## src/rtl/imem_dmem_arbiter.sv

```systemverilog
// imem_dmem_arbiter: one outstanding memory transaction shared by instruction refill (I) and data (D) requesters.
// Define ARB_STATS_EN to add saturating grant/conflict/busy counters.
module imem_dmem_arbiter #(
  parameter int FIXED_PRIO = 0
`ifdef ARB_STATS_EN
  , parameter int CNT_W = 32
`endif
) (
  input  logic        clk,
  input  logic        resetn,
  input  logic        i_valid,
  output logic        i_ready,
  input  logic [31:0] i_addr,
  output logic [31:0] i_rdata,
  input  logic        d_valid,
  output logic        d_ready,
  input  logic [31:0] d_addr,
  input  logic [31:0] d_wdata,
  input  logic [3:0]  d_wstrb,
  output logic [31:0] d_rdata,
  output logic        mem_valid,
  output logic        mem_instr,
  input  logic        mem_ready,
  output logic [31:0] mem_addr,
  output logic [31:0] mem_wdata,
  output logic [3:0]  mem_wstrb,
  input  logic [31:0] mem_rdata,
  output logic [1:0]  grant
`ifdef ARB_STATS_EN
  , output logic [CNT_W-1:0] stat_i_grants,
  output logic [CNT_W-1:0] stat_d_grants,
  output logic [CNT_W-1:0] stat_conflicts,
  output logic [CNT_W-1:0] stat_busy_cycles
`endif
);
  typedef enum logic [1:0] {IDLE, GNT_I, GNT_D} state_t;
  state_t      state_q;
  logic        last_d_q, mem_valid_q, mem_instr_q;
  logic [31:0] mem_addr_q, mem_wdata_q;
  logic [3:0]  mem_wstrb_q;
  logic [1:0]  grant_q;
  logic        idle, pick_i, pick_d, done;
  assign idle   = state_q == IDLE;
  // I wins alone, or on a round-robin tie when D owned the port last
  assign pick_i = i_valid && (!d_valid || (FIXED_PRIO == 0 && last_d_q));
  assign pick_d = d_valid && !pick_i;
  assign done   = mem_valid_q && mem_ready;
  // a requester that withdrew before completion gets no response
  assign i_ready = done && state_q == GNT_I && i_valid;
  assign d_ready = done && state_q == GNT_D && d_valid;
  assign i_rdata = i_ready ? mem_rdata : '0;
  assign d_rdata = d_ready ? mem_rdata : '0;
  assign mem_valid = mem_valid_q;
  assign mem_instr = mem_instr_q;
  assign mem_addr  = mem_addr_q;
  assign mem_wdata = mem_wdata_q;
  assign mem_wstrb = mem_wstrb_q;
  assign grant     = grant_q;
  always_ff @(posedge clk) begin
    if (!resetn) begin
      state_q     <= IDLE;
      last_d_q    <= 1'b1;
      mem_valid_q <= 1'b0;
      mem_instr_q <= 1'b0;
      mem_addr_q  <= '0;
      mem_wdata_q <= '0;
      mem_wstrb_q <= '0;
      grant_q     <= '0;
    end else if (idle) begin
      if (pick_i || pick_d) begin
        state_q     <= pick_i ? GNT_I : GNT_D;
        last_d_q    <= pick_d;
        mem_valid_q <= 1'b1;
        mem_instr_q <= pick_i;
        mem_addr_q  <= pick_i ? i_addr : d_addr;
        mem_wdata_q <= pick_i ? '0 : d_wdata;
        mem_wstrb_q <= pick_i ? '0 : d_wstrb;
        grant_q     <= {pick_d, pick_i};
      end
    end else if (done) begin
      state_q     <= IDLE;
      mem_valid_q <= 1'b0;
      mem_instr_q <= 1'b0;
      grant_q     <= '0;
    end
  end
`ifdef ARB_STATS_EN
  logic [CNT_W-1:0] stat_i_q, stat_d_q, stat_c_q, stat_b_q;
  function automatic logic [CNT_W-1:0] sat_inc(input logic [CNT_W-1:0] v, input logic en);
    return (en && !(&v)) ? v + CNT_W'(1) : v;
  endfunction
  always_ff @(posedge clk) begin
    if (!resetn) begin
      stat_i_q <= '0;
      stat_d_q <= '0;
      stat_c_q <= '0;
      stat_b_q <= '0;
    end else begin
      stat_i_q <= sat_inc(stat_i_q, idle && pick_i);
      stat_d_q <= sat_inc(stat_d_q, idle && pick_d);
      stat_c_q <= sat_inc(stat_c_q, idle && i_valid && d_valid);
      stat_b_q <= sat_inc(stat_b_q, mem_valid_q);
    end
  end
  assign stat_i_grants    = stat_i_q;
  assign stat_d_grants    = stat_d_q;
  assign stat_conflicts   = stat_c_q;
  assign stat_busy_cycles = stat_b_q;
`endif
endmodule

```

## config.mk

```make
export PLATFORM = sky130hd
export DESIGN_NAME = imem_dmem_arbiter
export DESIGN_NICKNAME = d
export VERILOG_FILES = /design/src/rtl/imem_dmem_arbiter.sv
export SDC_FILE = /design/constraint.sdc
export NUM_CORES = 1
export LEC_CHECK = 0
export BUFFER_PORTS_ARGS = -buffer_cell sky130_fd_sc_hd__buf_4
export CAP_MARGIN = 30
export CORE_AREA = 2 2 106 108
export CTS_CLUSTER_DIAMETER = 80
export DETAILED_ROUTE_END_ITERATION = 16
export DIE_AREA = 0 0 108 110
export PLACE_DENSITY = 0.7
export SYNTH_ARGS = -nofsm -noshare
export SYNTH_HDL_FRONTEND = slang
export SYNTH_SLANG_ARGS = --single-unit
```

## constraint.sdc

```tcl
create_clock -name clk -period 1.8 [get_ports clk]
set_clock_uncertainty 0.05 [all_clocks]
set_input_delay 0.09 -clock clk [delete_from_list [all_inputs] [get_ports clk]]
set_output_delay 0.09 -clock clk [all_outputs]
set_load 0.02 [all_outputs]
```

==> results.yml, run 1 <==
global_routing:
  grtUsageTotal_pct: 19.9
  grt_start_max_net_pins: 66
  grt_pass1_wl_um: 18800
  first_global_vias: 3781
  antenna_found_initial: 0
  grt_overflow: 0
yosys:
  synthFlopType: "dfxtp_1"
  syn_inst: 369
  synth-seq-area-share_pct: 41.4
  synth_top_area_share_pct: 41.4
  ys_seq_elements: 73
  netlist_area_um2: 3530
  synth_cell_types: 25
  synth_edf_count: 0
  ys_warn_count: 0
  syn-num-nets: 506
  post-synth-top-area-cell: "dfxtp_1"
  synth.avg_cell_area_um2: 9.56
  synth_area_leaders: "dfxtp_1 (41%), and2_1 (11%), o311a_1 (9.1%)"
  ys_async_sr_fraction_pct: 0
power:
  p_per_area_nw_per_um2: 735
  p_leak_nw: 3.19
  peakVddDrop_mv: 0.551
floorplan:
  die_x_um: 108
  die-area_um2: 11900
  die_height_um: 110
  ioPinCount: 275
  coreArea_um2: 10700
  start_util_pct: 33.0
  rows: 38
detailed_routing:
  drc: 0
  wl_per_cell_um: 16.1
  ant_nets: 0
  via_per_inst: 4.92
  drt_iter0_drc: 216
  firstDrtPassIters: 4
  num_vias: 3956
  wl_um: 12900
clock_network:
  clk_pin_slew_worst_paths_ns: 0.08
  insertion_delay_ns: 0.33
  htreeDepth: 3
  cts_inserted_buffers: 9
  cts_buffer_depth: 2
  cts_tree: "done"
  cts_sinks: 73
  root_buffer: "clkbuf_8"
sta:
  max_freq_mhz: 594
  fin_tns_setup_ns: 0
  finalCriticalPeriod_ns: 1.68
  hold_violations: 0
  slew_headroom_pct: 73.7
  final_critical_path_setup_slack_ns: 0.117
  finalSetupViolCount: 0
  rsz0062_at_grt: "no"
  fin_crit_sh_pct: 93.5
  drv_slew: 0
  worst_pin_slew_ns: 0.394
critical_path:
  critPathRequiredTime_ns: 1.66
  cp_max_fo: 17
  crit_path_end_kind: "output port"
  critPathArrivalTime_ns: 1.54
  worstSetupPathType: "reg -> out"
  start_kind: "flip-flop"
run_status:
  outcome: "complete, no violations"
placed_design:
  gp_congestion: 0.741
  pre_cts_slack_ns: 0.296
  hpwlAfterDp_um: 8510
  io_buffers: 274
finish:
  nets: 797
  fin_util_pct: 59.1
  layout-drive-gt1-share_pct: 46.7
  syn2layout_area_growth_pct: 79.3
  n_antenna_cell: 0
run:
  maxCapViolations: 0
min_path:
  hold_path_class: "in -> reg"
critical path, cell delays in order, from the launching register on:
cell and delay [ns]:
dfxtp_2 0.39, nand2_1 0.10, nor3_4 0.21, buf_6 0.19, and2_1 0.16, buf_4 0.14
state kept, by name, indices dropped and copies added (netlist names):
name / flops
mem_wstrb: 4
mem_wdata: 32
mem_addr: 32
mem_valid: 1
state_q: 2
last_d_q: 1
grant: 1
per-stage QoR:
step / std cells / power [W] / cell area (um2) / hold WS, ns
floorplan: 369 / 0.00261 / 3530 / 0.165
global placement: 750 / 0.00322 / 5690 / 0.251
detailed placement: 750 / 0.00323 / 5690 / 0.253
CTS: 803 / 0.00471 / 6290 / 0.0313
global route: 804 / 0.00490 / 6330 / 0.0350
finish: 804 / 0.00465 / 6330 / 0.0450
cells in the final DEF (no fill, tap or decap), types with 2 or more instances in the layout:
master         netlist  final
buf_4                1    278
dfxtp_1             73     70
and2_1              64     64
dlygate4sd3_1        0     37
a22o_1              36     36
a21boi_0            33     33
and3_1              32     32
o21bai_1            32     32
o311a_1             32     32
clkbuf_8             0      9
buf_6                5      4
buf_12               0      4
nand2_1              5      3
nand2_2              0      2
nor3_4               0      2
nor2_1               3      2
a32oi_1              2      2
nor2b_1              2      2
o21ai_0              2      2
bufinv_16            0      2
dfxtp_2              0      2
metal layers:
layer  share of wire, %  global-route usage, %
met1                 41                   23.7
met5                  0                      0
met2                 50                   33.4
met4                1.5                   6.87
met3                8.1                   6.94
cell usage after synthesis, types with 2 or more instances:
cell      instances
clkbuf_1         31
a21boi_0         33
nor2b_1           2
o21bai_1         32
o311a_1          32
buf_2             6
a32oi_1           2
dfxtp_1          73
o21ai_0           2
nor3_1            2
buf_6             5
nand2_1           5
a22o_1           36
and3_1           32
nor2_1            3
and2_1           64
where the power goes:
part | total (W) | switching [W] | internal [W]
Clock | 0.00138 | 0.000608 | 0.000774
Combinational | 0.00140 | 0.000673 | 0.000728
Sequential | 0.00187 | 0.0000925 | 0.00178
kinds of logic (layout without fill, tap and decap cells):
family                 after synthesis  count (layout)  synth area share, %
buffers and inverters               43             338                 5.96
AOI/OAI and AO/OA                  141             141                 33.4
DFF                                 73              73                 41.4
and+or+nand+nor                    112             112                 19.3
final cells by class:
type	instances	area (um2)
sequential	73	1470
fill	895	4370
timing repair buffer	323	2580
multi-input combinational	253	1890
clock inverter	5	81.3
tap	140	175
clock buffer	10	128
what timing repair did:
action / in CTS / in global routing
resized for setup: 5 / 10
endpoints found under the setup margin: 64 / 56
hold buffers: 37 / 0
setup buffers: 0 / 0
pin swaps: 1 / 1
gates cloned: 1 / 1
endpoints found under the hold margin: 39 / 0
worst paths after layout:
kind	from	to	slack (ns)	cells after the start
hold / removal	mem_ready	mem_valid$_SDFFE_PN0P_	0.05	4
setup reg to reg	state_q[0]$_SDFFE_PN0P_	mem_addr[23]$_SDFFE_PN0P_	0.30	4
hold reg to reg	grant[1]$_SDFFE_PN0P_	grant[1]$_SDFFE_PN0P_	0.43	1
setup / recovery	state_q[1]$_SDFFE_PN0P_	d_rdata[12]	0.12	5
No activity file was read; power rests on OpenSTA's default activity.
==> inputs of run 2 (changes only) <==
--- a/config.mk
+++ b/config.mk
@@ -11,7 +11,7 @@
 export CTS_CLUSTER_DIAMETER = 80
 export DETAILED_ROUTE_END_ITERATION = 16
 export DIE_AREA = 0 0 108 110
-export PLACE_DENSITY = 0.7
+export PLACE_DENSITY_LB_ADDON = 0.1
 export SYNTH_ARGS = -nofsm -noshare
 export SYNTH_HDL_FRONTEND = slang
 export SYNTH_SLANG_ARGS = --single-unit
==> run 2 against run 1 <==
  * Sequential cell count did not move
  * Largest cell class unchanged
  * Non-clock buffer count rose by 1
  * Cell area fell by 0.44%
  * Core utilization fell by 0.26 points
  * Via count rose by 0.76%
  * First-iteration DRC count fell by 12%
==> results.yml, run 2 (synthesis results as in run 1) <==
power:
  peakVddDrop_mv: 0.535
  total_power_w: 0.00459
  p_leak_nw: 3.19
  p_per_area_nw_per_um2: 729
  pwr-share-seq_pct: 40.8
  clkPwrFrac_pct: 28.8
  power_switching_w: 0.00144
  comb_power_share_pct: 30.4
  p_sw_share_pct: 31.3
  p_int_w: 0.00315
global_routing:
  grtUsageTotal_pct: 21.1
  antenna_found_initial: 0
  grt_overflow: 0
  grt_pass1_wl_um: 19800
  first_global_vias: 3853
  grt_start_max_net_pins: 55
detailed_routing:
  via_per_inst: 4.95
  num_vias: 3986
  drt_iter0_drc: 190
  ant_nets: 0
  wl_um: 13400
  wl_per_cell_um: 16.6
  drc: 0
  firstDrtPassIters: 6
finish:
  layout_common_cells: "buf_4 (282), dfxtp_1 (70), and2_1 (63), dlygate4sd3_1 (37), a22o_1 (36)"
  syn2layout_area_growth_pct: 78.5
  nets: 798
  n_antenna_cell: 0
  final_area_um2: 6300
  layout-drive-gt1-share_pct: 46.8
  final_common_cell: "buf_4"
clock_network:
  clk_pin_slew_worst_paths_ns: 0.08
  cts_inserted_buffers: 9
  cts_tree: "done"
  root_buffer: "clkbuf_8"
  htreeDepth: 3
  cts_buffer_depth: 2
  cts_sinks: 73
  insertion_delay_ns: 0.34
run:
  maxCapViolations: 0
critical_path:
  critPathArrivalTime_ns: 1.55
  critPathRequiredTime_ns: 1.66
  worstSetupPathType: "reg -> out"
  cp-startpoint: "state_q[0]$_SDFFE_PN0P_"
  timing.rr.start: "state_q[0]$_SDFFE_PN0P_"
  crit_path_end_kind: "output port"
  cp_max_fo: 33
  start_kind: "flip-flop"
sta:
  finalSetupViolCount: 0
  whs_ns: 0.0447
  worst_pin_slew_ns: 0.394
  drv_slew: 0
  slew_headroom_pct: 73.7
  finalCriticalPeriod_ns: 1.69
  hold_violations: 0
  fin_crit_sh_pct: 94.2
  rsz0062_at_grt: "no"
  fin_tns_setup_ns: 0
  max_freq_mhz: 590
min_path:
  hp-start: "mem_ready"
  hold_path_class: "in -> reg"
floorplan:
  coreArea_um2: 10700
  die_height_um: 110
  die-area_um2: 11900
  die_x_um: 108
  start_util_pct: 33.0
  ioPinCount: 275
  rows: 38
placed_design:
  placed_area_um2: 5690
  hpwlAfterDp_um: 9250
  io_buffers: 274
  gp_congestion: 0.734
run_status:
  outcome: "complete, no violations"
[run 2: changes by cell type in the layout (fill, tap and decap cells not counted), sizes merged]
| cell | before | now |
|---|---|---|
| clkinv | 2 | 5 |
| inv | 0 | 1 |
| clkinvlp | 1 | 0 |
| bufinv | 2 | 1 |
| buf | 286 | 287 |
| clkbuf | 10 | 9 |
[run 2: worst paths after layout]
path / endpoint / slack, ns / depth (start not counted)
worst max register to register: mem_wdata[4]$_SDFFE_PN0P_ / 0.27 / 4
worst min-delay path: mem_valid$_SDFFE_PN0P_ / 0.04 / 4
worst min register to register: mem_wdata[9]$_SDFFE_PN0P_ / 0.44 / 1
worst max-delay path: i_rdata[1] / 0.11 / 5
[run 2: through the flow]
step	util [%]	setup WS [ns]	std cells
after global routing	58.9	0.00489	806
after global placement	53.2	0.309	752
final	58.9	0.105	806
after floorplan	-	0.0477	369
after detailed placement	53.2	0.281	752
after CTS	58.6	0.00983	805
[run 2: routing by layer]
metal | share of wire [%] | track usage, %
met1 | 41 | 25.2
met5 | 0 | 0
met4 | 1.1 | 5.68
met2 | 50 | 36.9
met3 | 7.8 | 6.23
[run 2: final cells by class]
type / instances / area (um2)
fillers: 920 / 4400
well taps: 140 / 175
clock inverters: 7 / 78.8
clock buffers: 9 / 124
repair buffers: 324 / 2570
multi-input cells: 253 / 1880
flip-flops and latches: 73 / 1470
[run 2: repair_timing]
item | CTS | global route
setup buffers | 0 | 0
cloned | 0 | 1
endpoints found under the hold margin | 41 | 0
setup endpoints to repair | 34 | 64
hold buffers | 37 | 0
pin swaps | 1 | 0
resized for setup | 2 | 9
[run 2: power by group through the flow]
stage	Combinational, W	Sequential [W]	Clock (W)
finish	0.00140	0.00187	0.00132
global route	0.00151	0.00189	0.00144
CTS	0.00140	0.00187	0.00137
detailed placement	0.00133	0.00190	0
global placement	0.00131	0.00190	0
floorplan	0.000527	0.00208	0
[run 2: worst max-delay path, stage by stage (launching register included)]
cell and delay [ns]:
dfxtp_4 0.40, nand2_1 0.08, nor3_2 0.23, buf_12 0.20
and2_4 0.17, buf_4 0.13
==> inputs of run 3 (changes only) <==
--- a/config.mk
+++ b/config.mk
@@ -7,10 +7,11 @@
 export LEC_CHECK = 0
 export BUFFER_PORTS_ARGS = -buffer_cell sky130_fd_sc_hd__buf_4
 export CAP_MARGIN = 30
-export CORE_AREA = 2 2 106 108
+export CORE_ASPECT_RATIO = 0.8
+export CORE_MARGIN = 2
+export CORE_UTILIZATION = 30
 export CTS_CLUSTER_DIAMETER = 80
 export DETAILED_ROUTE_END_ITERATION = 16
-export DIE_AREA = 0 0 108 110
 export PLACE_DENSITY_LB_ADDON = 0.1
 export SYNTH_ARGS = -nofsm -noshare
 export SYNTH_HDL_FRONTEND = slang
==> run 3 against run 2 <==
  * Sequential share of layout area fell by 0.99 points
  * Power increased by 8.7%
  * Hold slack lost 0.031 ns
  * Critical path depth rose by 1
  * Critical path type unchanged
==> results.yml, run 3 (synthesis results as in run 1) <==
finish:
  multi_input_area_um2: 1950
  layout_common_cells: "buf_4 (265), dfxtp_1 (71), and2_1 (43), a22o_1 (36), dlygate4sd3_1 (36)"
  seqCellArea_um2: 1470
  syn2layout_area_growth_pct: 86.3
  n_antenna_cell: 0
  fin_cells: 819
  final_common_cell: "buf_4"
  layout-drive-gt1-share_pct: 50.5
  final_area_um2: 6570
  nets: 803
  fillers: 992
sta:
  finalSetupViolCount: 0
  hold_violations: 0
  drv_slew: 0
  max_freq_mhz: 567
  worst_pin_slew_ns: 0.408
  rsz0062_at_grt: "yes"
  fin_crit_sh_pct: 98.0
  whs_ns: 0.0142
  finalCriticalPeriod_ns: 1.76
  fin_tns_setup_ns: 0
  slew_headroom_pct: 72.8
global_routing:
  grt_overflow: 0
  first_global_vias: 3828
  antenna_found_initial: 0
  grt_pass1_wl_um: 19900
  grt_start_max_net_pins: 49
  grtUsageTotal_pct: 19.5
floorplan:
  ioPinCount: 275
  die-area_um2: 12700
  rows: 35
  die_x_um: 125
  die_height_um: 101
  coreArea_um2: 11500
  start_util_pct: 30.8
clock_network:
  insertion_delay_ns: 0.33
  root_buffer: "clkbuf_16"
  clk_pin_slew_worst_paths_ns: 0.05
  cts_tree: "done"
  htreeDepth: 3
  cts_inserted_buffers: 9
  cts_sinks: 73
  cts_buffer_depth: 2
detailed_routing:
  firstDrtPassIters: 4
  drc: 0
  drt_iter0_drc: 168
  via_per_inst: 4.81
  num_vias: 3942
  ant_nets: 0
  wl_per_cell_um: 16.5
  wl_um: 13600
critical_path:
  timing.rr.start: "state_q[1]$_SDFFE_PN0P_"
  crit_path_end_kind: "output port"
  reg2regPathDepth: 4
  r2r_slack_ns: 0.28
  start_kind: "flip-flop"
  critPathArrivalTime_ns: 1.62
  critPathRequiredTime_ns: 1.66
  worstSetupPathType: "reg -> out"
  cp_max_fo: 8
  cp-startpoint: "state_q[0]$_SDFFE_PN0P_"
  rr_endpoint: "mem_addr[27]$_SDFFE_PN0P_"
run:
  maxCapViolations: 0
min_path:
  whs_endpoint: "last_d_q$_SDFFE_PN1P_"
  hp-start: "resetn"
  hold_path_class: "in -> reg"
  whs_path_depth: 2
power:
  p_leak_nw: 3.30
  p_per_area_nw_per_um2: 759
  peakVddDrop_mv: 0.418
  total_power_w: 0.00499
placed_design:
  io_buffers: 274
  placed_area_um2: 5690
  dp.cells: 759
  hpwlAfterDp_um: 9110
  gp_congestion: 0.773
run_status:
  outcome: "complete, no violations"
run 3: cell count changes in the layout (fill, tap and decap cells not counted), sizes merged:
cell         delta
inv             +3
dlygate4sd3     -1
clkbuf          +1
bufinv          -1
clkinvlp        +3
buf             +5
clkinv          -5
run 3: power by group:
group / internal, W / switching (W) / leakage (nW)
registers: 0.00178 / 0.0000946 / 0.601
clock network: 0.000956 / 0.000738 / 0.131
logic: 0.000735 / 0.000683 / 2.57
total: 0.00347 / 0.00152 / 3.30
run 3: routing by layer:
layer  up-vias  wire (um)  track usage [%]
met5         -          0                0
met4         0        147             5.21
met3        13        961             5.89
met2       147       6390             30.9
met1      1820       6050             26.0
li1       1962          -                -
run 3: worst max path at each step:
stage | to | slack (ns)
after floorplan | d_rdata[22] | 0.05
after global placement | mem_addr[18]$_SDFFE_PN0P_ | 0.34
after detailed placement | mem_addr[27]$_SDFFE_PN0P_ | 0.29
after CTS | i_rdata[18] | 0.009
after global routing | i_rdata[19] | -0.04
final | i_rdata[19] | 0.04
run 3: cell type report:
cell class / count / share of cell area, %
clock buffers: 9 / 3.43
flip-flops and latches: 73 / 22.3
repair buffers: 329 / 40.9
multi-input cells: 253 / 29.7
clock inverters: 7 / 0.914
well taps: 148 / 2.82
run 3: metrics by stage:
| step | utilization (%) | setup WS (ns) |
|---|---|---|
| global route | 57.3 | -0.0446 |
| finish | 57.3 | 0.0356 |
| floorplan | - | 0.0477 |
| CTS | 55.3 | 0.00859 |
| detailed placement | 49.6 | 0.293 |
| global placement | 49.6 | 0.336 |
run 3: timing repair:
action | 4_1_cts | 5_1_grt
hold endpoints to repair | 36 | 0
setup buffers | 0 | 4
pin swaps | 0 | 22
endpoints found under the setup margin | 64 | 64
hold buffers | 36 | 0
resized for setup | 2 | 60
gates cloned | 0 | 4
run 3: critical path: stages, from the launching register on:
cell	delay (ns)
dfxtp_4	0.39
nand2_4	0.06
nor3_4	0.29
buf_4	0.18
buf_8	0.13
and2_4	0.15
buf_6	0.11
